**src/rtl/cluster_periph_req_router_pkg.sv**
```systemverilog
// Shared types, address map and target decode for the cluster peripheral request router.
package cluster_periph_req_router_pkg;

    localparam logic [31:0] BaseAddr = 32'h1020_0000;
    localparam int          NbSlv    = 11;
    localparam int          SlotLog2 = 10;
    localparam int          WinLog2  = SlotLog2 + 4;
    localparam int          MaxOutst = 4;
    localparam logic [31:0] ErrRdata = 32'hBADA_CCE5;

    localparam int SPER_EOC_ID      = 0;
    localparam int SPER_TIMER_ID    = 1;
    localparam int SPER_EVENT_U_ID  = 2;
    localparam int SPER_EVENT_U2_ID = 3;
    localparam int SPER_HWPE_ID     = 4;
    localparam int SPER_ICACHE_ID   = 5;
    localparam int SPER_DMA_CL_ID   = 6;
    localparam int SPER_DMA_FC_ID   = 7;
    localparam int SPER_HMR_ID      = 8;
    localparam int SPER_SCRUBBER_ID = 9;
    localparam int SPER_HCI_ECC_ID  = 10;
    localparam int SPER_EXT_ID      = 11;

    typedef logic [$clog2(NbSlv+1)-1:0] periph_tgt_t;
    localparam periph_tgt_t PERIPH_TGT_ERR = periph_tgt_t'(SPER_EXT_ID);

    typedef struct packed {
        logic        req;
        logic [31:0] add;
        logic        we;
        logic [31:0] data;
        logic [3:0]  be;
    } core_data_req_t;

    typedef struct packed {
        logic        gnt;
        logic        r_valid;
        logic [31:0] r_data;
    } core_data_rsp_t;

    // Slots at or above NbSlv, and anything outside the 16 KiB window, go to the error slave.
    function automatic periph_tgt_t decode_tgt(input logic [31:0] add);
        logic [WinLog2-SlotLog2-1:0] slot;
        slot = add[WinLog2-1:SlotLog2];
        if (add[31:WinLog2] == BaseAddr[31:WinLog2] && int'(slot) < NbSlv) begin
            return periph_tgt_t'(slot);
        end
        return PERIPH_TGT_ERR;
    endfunction

endpackage

```
**src/rtl/cluster_periph_req_router_if.sv**
```systemverilog
// Core-side and peripheral-side request/response bundle of the router.
interface cluster_periph_req_router_if;
    import cluster_periph_req_router_pkg::*;

    core_data_req_t             core_req;
    core_data_rsp_t             core_rsp;
    core_data_req_t [NbSlv-1:0] per_req;
    core_data_rsp_t [NbSlv-1:0] per_rsp;

    modport slave  (input core_req, output core_rsp, output per_req, input per_rsp);
    modport master (output core_req, input core_rsp, input per_req, output per_rsp);
endinterface

```
**src/rtl/cluster_periph_req_router_err_slv.sv**
```systemverilog
// Error responder for unmapped accesses: answers one cycle after the grant; writes are dropped.
module cluster_periph_req_router_err_slv
    import cluster_periph_req_router_pkg::*;
(
    input  logic        clk_i,
    input  logic        rst_ni,
    input  logic        req_i,
    output logic        r_valid_o,
    output logic [31:0] r_data_o
);

    logic r_valid_q;

    // NOTE: sequential state is written with <= so every flop samples pre-edge values.
    always_ff @(posedge clk_i or negedge rst_ni) begin
        if (!rst_ni) r_valid_q <= 1'b0;
        else         r_valid_q <= req_i;
    end

    assign r_valid_o = r_valid_q;
    assign r_data_o  = r_valid_q ? ErrRdata : '0;

endmodule

```
**src/rtl/cluster_periph_req_router.sv**
```systemverilog
// Address-decoding request router with in-order response return via a route FIFO.
// Optional sticky unmapped-access log: define CLUSTER_PERIPH_ROUTER_ERR_LOG_EN.
module cluster_periph_req_router
    import cluster_periph_req_router_pkg::*;
(
    input  logic                              clk_i,
    input  logic                              rst_ni,
    cluster_periph_req_router_if.slave        bus,
    output logic                              busy_o,
    output logic                              err_valid_o,
    output logic [31:0]                       err_addr_o,
    input  logic                              err_clear_i
);

    localparam int PtrW = $clog2(MaxOutst);
    typedef logic [PtrW-1:0] ptr_t;
    typedef logic [PtrW:0]   cnt_t;

    periph_tgt_t fifo_q [MaxOutst];
    ptr_t        wr_ptr_q, wr_ptr_d, rd_ptr_q, rd_ptr_d;
    cnt_t        cnt_q, cnt_d;
    periph_tgt_t last_tgt_q, tgt, head;

    logic        empty, full, allow, slv_gnt, push, pop;
    logic        rsp_valid, err_req, err_rvalid;
    logic [31:0] rsp_data, err_rdata;
    core_data_req_t [NbSlv-1:0] per_req;

    assign tgt   = decode_tgt(bus.core_req.add);
    assign empty = (cnt_q == '0);
    assign full  = (cnt_q == cnt_t'(MaxOutst));
    assign head  = fifo_q[rd_ptr_q];

    // Only one slave may be outstanding at a time, so responses cannot overtake each other.
    assign pop     = !empty && rsp_valid;
    assign allow   = !(full && !pop) && (empty || tgt == last_tgt_q);
    assign push    = bus.core_req.req && allow && slv_gnt;
    assign err_req = push && (tgt == PERIPH_TGT_ERR);

    // NOTE: every output of this block gets a default first, so no latch is inferred.
    always_comb begin
        slv_gnt   = 1'b1;
        rsp_valid = err_rvalid;
        rsp_data  = err_rdata;
        for (int i = 0; i < NbSlv; i++) begin
            per_req[i]     = bus.core_req;
            per_req[i].req = bus.core_req.req && allow && (tgt == periph_tgt_t'(i));
            if (tgt == periph_tgt_t'(i)) slv_gnt = bus.per_rsp[i].gnt;
            if (head == periph_tgt_t'(i)) begin
                rsp_valid = bus.per_rsp[i].r_valid;
                rsp_data  = bus.per_rsp[i].r_data;
            end
        end
    end

    assign bus.per_req          = per_req;
    assign bus.core_rsp.gnt     = push;
    assign bus.core_rsp.r_valid = pop;
    assign bus.core_rsp.r_data  = pop ? rsp_data : '0;
    assign busy_o               = !empty;

    always_comb begin
        wr_ptr_d = push ? wr_ptr_q + ptr_t'(1) : wr_ptr_q;
        rd_ptr_d = pop  ? rd_ptr_q + ptr_t'(1) : rd_ptr_q;
        cnt_d    = cnt_q;
        if (push && !pop)      cnt_d = cnt_q + cnt_t'(1);
        else if (pop && !push) cnt_d = cnt_q - cnt_t'(1);
    end

    // NOTE: the route storage is reset so the head is defined straight out of reset.
    always_ff @(posedge clk_i or negedge rst_ni) begin
        if (!rst_ni) begin
            for (int i = 0; i < MaxOutst; i++) fifo_q[i] <= '0;
            wr_ptr_q   <= '0;
            rd_ptr_q   <= '0;
            cnt_q      <= '0;
            last_tgt_q <= '0;
        end else begin
            if (push) begin
                fifo_q[wr_ptr_q] <= tgt;
                last_tgt_q       <= tgt;
            end
            wr_ptr_q <= wr_ptr_d;
            rd_ptr_q <= rd_ptr_d;
            cnt_q    <= cnt_d;
        end
    end

    cluster_periph_req_router_err_slv i_err_slv (
        .clk_i     (clk_i),
        .rst_ni    (rst_ni),
        .req_i     (err_req),
        .r_valid_o (err_rvalid),
        .r_data_o  (err_rdata)
    );

`ifdef CLUSTER_PERIPH_ROUTER_ERR_LOG_EN
    logic        err_valid_q, err_valid_d;
    logic [31:0] err_addr_q, err_addr_d;

    // Clear has priority over a capture in the same cycle.
    always_comb begin
        err_valid_d = err_valid_q;
        err_addr_d  = err_addr_q;
        if (err_clear_i) begin
            err_valid_d = 1'b0;
            err_addr_d  = '0;
        end else if (err_req && !err_valid_q) begin
            err_valid_d = 1'b1;
            err_addr_d  = bus.core_req.add;
        end
    end

    always_ff @(posedge clk_i or negedge rst_ni) begin
        if (!rst_ni) begin
            err_valid_q <= 1'b0;
            err_addr_q  <= '0;
        end else begin
            err_valid_q <= err_valid_d;
            err_addr_q  <= err_addr_d;
        end
    end

    assign err_valid_o = err_valid_q;
    assign err_addr_o  = err_addr_q;
`else
    logic unused_err_clear;
    assign unused_err_clear = err_clear_i;
    assign err_valid_o      = 1'b0;
    assign err_addr_o       = '0;
`endif

    for (genvar g = 0; g < NbSlv; g++) begin : g_rsp_chk
        assert property (@(posedge clk_i) disable iff (!rst_ni)
            bus.per_rsp[g].r_valid |-> (!empty && head == periph_tgt_t'(g)))
            else $error("router: r_valid from slave %0d with no matching outstanding request", g);
    end

endmodule

```
**src/flat_wrapper.sv**
```systemverilog
// flat-port wrapper written by rule: the top's interface ports become plain ports
module cluster_periph_req_router_flat import cluster_periph_req_router_pkg::*;
  (clk_i, rst_ni, busy_o, err_valid_o, err_addr_o, err_clear_i, bus_core_req, bus_core_rsp, bus_per_req, bus_per_rsp);
  cluster_periph_req_router_if bus_i ();
  input  logic clk_i;
  input  logic rst_ni;
  output logic busy_o;
  output logic err_valid_o;
  output logic [31:0] err_addr_o;
  input  logic err_clear_i;
  input wire logic [$bits(bus_i.core_req)-1:0] bus_core_req;
  output wire logic [$bits(bus_i.core_rsp)-1:0] bus_core_rsp;
  output wire logic [$bits(bus_i.per_req)-1:0] bus_per_req;
  input wire logic [$bits(bus_i.per_rsp)-1:0] bus_per_rsp;
  assign bus_i.core_req = bus_core_req;
  assign bus_core_rsp = bus_i.core_rsp;
  assign bus_per_req = bus_i.per_req;
  assign bus_i.per_rsp = bus_per_rsp;
  cluster_periph_req_router u_core (.clk_i(clk_i), .rst_ni(rst_ni), .bus(bus_i), .busy_o(busy_o), .err_valid_o(err_valid_o), .err_addr_o(err_addr_o), .err_clear_i(err_clear_i));
endmodule
```
**config.mk**
```make
export PLATFORM = sky130hd
export DESIGN_NAME = cluster_periph_req_router_flat
export DESIGN_NICKNAME = d
export VERILOG_FILES = /design/src/rtl/cluster_periph_req_router_pkg.sv /design/src/rtl/cluster_periph_req_router_if.sv /design/src/rtl/cluster_periph_req_router_err_slv.sv /design/src/rtl/cluster_periph_req_router.sv /design/src/flat_wrapper.sv
export SDC_FILE = /design/constraint.sdc
export NUM_CORES = 1
export LEC_CHECK = 0
export ABC_CLOCK_PERIOD_IN_PS = 3600
export CORE_AREA = 2 2 497 499
export DETAILED_ROUTE_END_ITERATION = 7
export DIE_AREA = 0 0 499 501
export SLEW_MARGIN = 20
export SYNTH_ARGS = -nofsm -noshare
export SYNTH_HDL_FRONTEND = slang
export SYNTH_HIERARCHICAL = 1
export SYNTH_SLANG_ARGS = --single-unit
```
**constraint.sdc**
```tcl
create_clock -name clk_i -period 3.6 [get_ports clk_i]
set_input_delay 0.72 -clock clk_i [delete_from_list [all_inputs] [get_ports clk_i]]
set_output_delay 0.72 -clock clk_i [all_outputs]
set_load 0.02 [all_outputs]
```
==> metrics.md <==
| Metric | Value |
|---|---|
| Status | `finished, violations left` |
| Violated checks | `design-rule violations, negative setup slack` |
| DRT iter0 DRCs | `approximately 1400` |
| Initial core utilization | `4.85%` |
| Worst path max stage delay | `1.09 ns` |
| Rel. slew slack | `13.2%` |
| Tmin final | `4.72 ns` |
| # IOs | `roughly 1300` |
| Number of flops mapped to enable cells by yosys | `0` |
| Crit end category | `primary output` |
| DR pass1 iterations | `8` |
| Final Wtd Congestion | `0.813` |
| Mapped Area | `11900 µm²` |
| Fin nets | `2326` |
| Worst skew pair latency | `~0.28 ns` |
| Vias in the first global route | `12491` |
| P per Cell Area | `~250 nW/µm²` |
| Final Setup Violations | `70` |
| Placed instance count | `5000` |
| First-pass GRT wire length | `175000 µm` |
| Antenna violations before repair | `174` |
| Detailed Place HPWL | `135000 µm` |
| Crit-path cells | `buf_6 > mux4_4 > or2_4 > buf_8 > buf_12 > buf_8 > a222oi_1 > nor3_1 > o22ai_2 > nor2_2 > buf_12` |
| Number of synthesized register bits | `28` |
| WP data required | `2.88 ns` |
| Die width | `about 500 µm` |
| Worst Slack Setup Final | `-1.12 ns` |
| Die ar. | `approximately 250000 µm²` |
| H-tree levels | `1` |
| Yosys warnings | `6` |
| Startpoint types | `register` |
| Post-route cell area | `roughly 22000 µm²` |
| Share of cells above drive strength 1 | `roughly a third` |
| Num CTS Buffers | `3` |
| Layout overhead on the synthesized area | `82.3%` |
| Routed Antenna Nets | `0` |
| Total power | `5440 µW` |
| Number of core rows | `182` |
| Final cell count without fillers | `5126` |
| Syn Inst Count | `between 1500 and 2000` |
| Via density | `between 2 and 3` |
| Lkg Pwr | `0.00731 µW` |
| Clock Sinks | `28` |
| Sequential share of the synthesized area | `5.91%` |
| Fmax | `212 MHz` |
| Commonest non-fill, non-tap cells in the layout | `636 x clkdlybuf4s50_1, 230 x buf_4, 152 x nand2_1` |
| Worst-path clk slew | `0.07 ns` |
| Hold Violations, Final | `0` |
| Hold Crit Class | `reg -> reg` |
| Post-Syn Area per Cell | `6.93 µm²` |
| Crit Path Class | `reg -> out` |
| DP Area | `between 15000 and 20000 µm²` |
| Vert. Die Dim | `501 µm` |
| Crit path buf inv count | `5` |
| Bufs on Longest Clock Path | `2` |
| Vias | `13316` |
| Total routed wirelength | `150000 µm` |
| Grt ovf | `0` |
| Max-slew violation count | `0` |
| Hold_ws | `approximately 0.51 ns` |
| Slowest stage cell, crit path | `a222oi_1` |
| Remaining DRCs | `28` |
| Distinct cells, synth | `62` |
| Final Cycle Share | `131%` |
| Max Cap Violations | `0` |
| CTS tree | `yes` |
| Largest net degree at the start of global routing | `32` |
| Delay-heaviest family, CP | `compound AO/OA/AOI/OAI gates` |
| Ys async rst share | `100%` |
| All-Layer GR Usage | `11.3%` |
| Root Driver | `clkbuf_16` |
| Worst-path fanout max | `7` |
| Arrival @ worst endpoint | `4.00 ns` |
| RSZ-0062 raised after global routing | `true` |
| Slew @ Worst Pin | `about 1.3 ns` |
| Port bufs | `between 600 and 700` |
| Fillers | `28451` |
| Commonest non-fill, non-tap cell in the layout | `clkdlybuf4s50_1` |
| VDD IR max | `0.151 mV` |
| Core area | `245000 µm²` |
| Final setup skew | `~0.009 ns` |
| Top_reg_cell synth | `dfrtp_1` |
| WL/cell | `29.3 µm` |
## path summary, 6_finish.rpt
check | startpoint | endpoint | slack [ns] | cells past startpoint
hold reg to reg | u_core/cnt_q[2] | u_core/cnt_q[2] | 0.51 | 1
setup / recovery | u_core/rd_ptr_q[0] | bus_core_rsp[25] | -1.12 | 11
hold / removal | u_core/cnt_q[2] | u_core/cnt_q[2] | 0.51 | 1
max in group asynchronous | rst_ni | u_core/rd_ptr_q[0] | 2.44 | 2
setup reg to reg | u_core/rd_ptr_q[0] | u_core/cnt_q[1] | -0.74 | 19
min in group asynchronous | rst_ni | u_core/last_tgt_q[3] | 0.83 | 2
## flip-flops by register name (all words and copies together), names as in the netlist
name                        cells
u_core/fifo_q                  16
u_core/last_tgt_q               4
u_core/cnt_q                    3
u_core/rd_ptr_q                 2
u_core/wr_ptr_q                 2
u_core/i_err_slv/r_valid_o      1
## cell type report
type / count / area (µm²) / share of cell area (%)
diodes: 34 / 85.1 / 0.393
clock buffers: 3 / 75.1 / 0.347
clock inverters: 1 / 30.0 / 0.139
inverters: 23 / 86.3 / 0.399
multi-input cells: 798 / 6140 / 28.4
flip-flops and latches: 28 / 702 / 3.25
well taps: 3220 / 4030 / 18.6
repair buffers: 1019 / 10500 / 48.5
## cells by family after synthesis
group	synth area share (%)
flip-flops	5.91
AND/OR/NAND/NOR	15.0
multiplexers	6.32
other	0.0633
AO/OA/AOI/OAI	15.6
adder cells (fa/ha/maj)	0.696
buffers and inverters	55.8
XOR/XNOR	0.591
## stage by stage
| step | setup TNS [ns] | utilization (%) | setup WS, ns |
|---|---|---|---|
| after floorplan | -0.505 | - | -0.103 |
| after global placement | -65.68 | 7.72 | -1.88 |
| after detailed placement | -70.05 | 7.73 | -1.93 |
| after CTS | -33.48 | 8.63 | -0.879 |
| after global routing | -44.14 | 8.81 | -1.07 |
| final | -39.01 | 8.83 | -1.12 |
## per-layer routing
metal	GRT usage (%)	vias to the layer above	part of all wire [%]
li1	-	5263	-
met1	12.8	6032	37
met2	16.9	1375	41
met3	7.89	536	17
met4	3.32	110	4.4
met5	0.540	-	0.53
## synthesized netlist by cell type (6+ instances only)
cell,count,share of area [%]
nor4_1,18,0.95
or3_1,7,0.37
buf_4,828,52
nor2b_1,12,0.63
inv_1,23,0.73
nor2_1,97,3.1
nor3_1,43,1.8
a31oi_1,16,0.84
mux2i_1,22,1.9
a21oi_1,65,2.7
nand2b_1,11,0.58
mux4_2,9,1.7
clkbuf_1,60,1.9
o221ai_1,6,0.44
o211ai_1,9,0.57
a2111oi_0,9,0.66
a22oi_1,23,1.5
o21ai_0,48,2.0
a222oi_1,18,1.5
o22ai_1,29,1.5
mux2_2,29,2.8
buf_2,9,0.38
a211oi_1,20,1.3
dfrtp_1,28,5.9
buf_1,8,0.25
nand2_1,177,5.6
a221oi_1,13,0.96
nand3_1,17,0.72
## report_power, final
group          switching, µW  internal, µW
sequential              56.9           370
combinational           2410          2260
clock                    121           222
## timing repair
| action | in CTS | in global routing |
|---|---|---|
| hold buffers | 0 | 0 |
| gates cloned | 4 | 1 |
| pin swaps | 83 | 34 |
| resized for setup | 358 | 39 |
| endpoints found under the setup margin | 71 | 69 |
| setup buffers | 72 | 21 |
(Power assumes the default switching activity.)
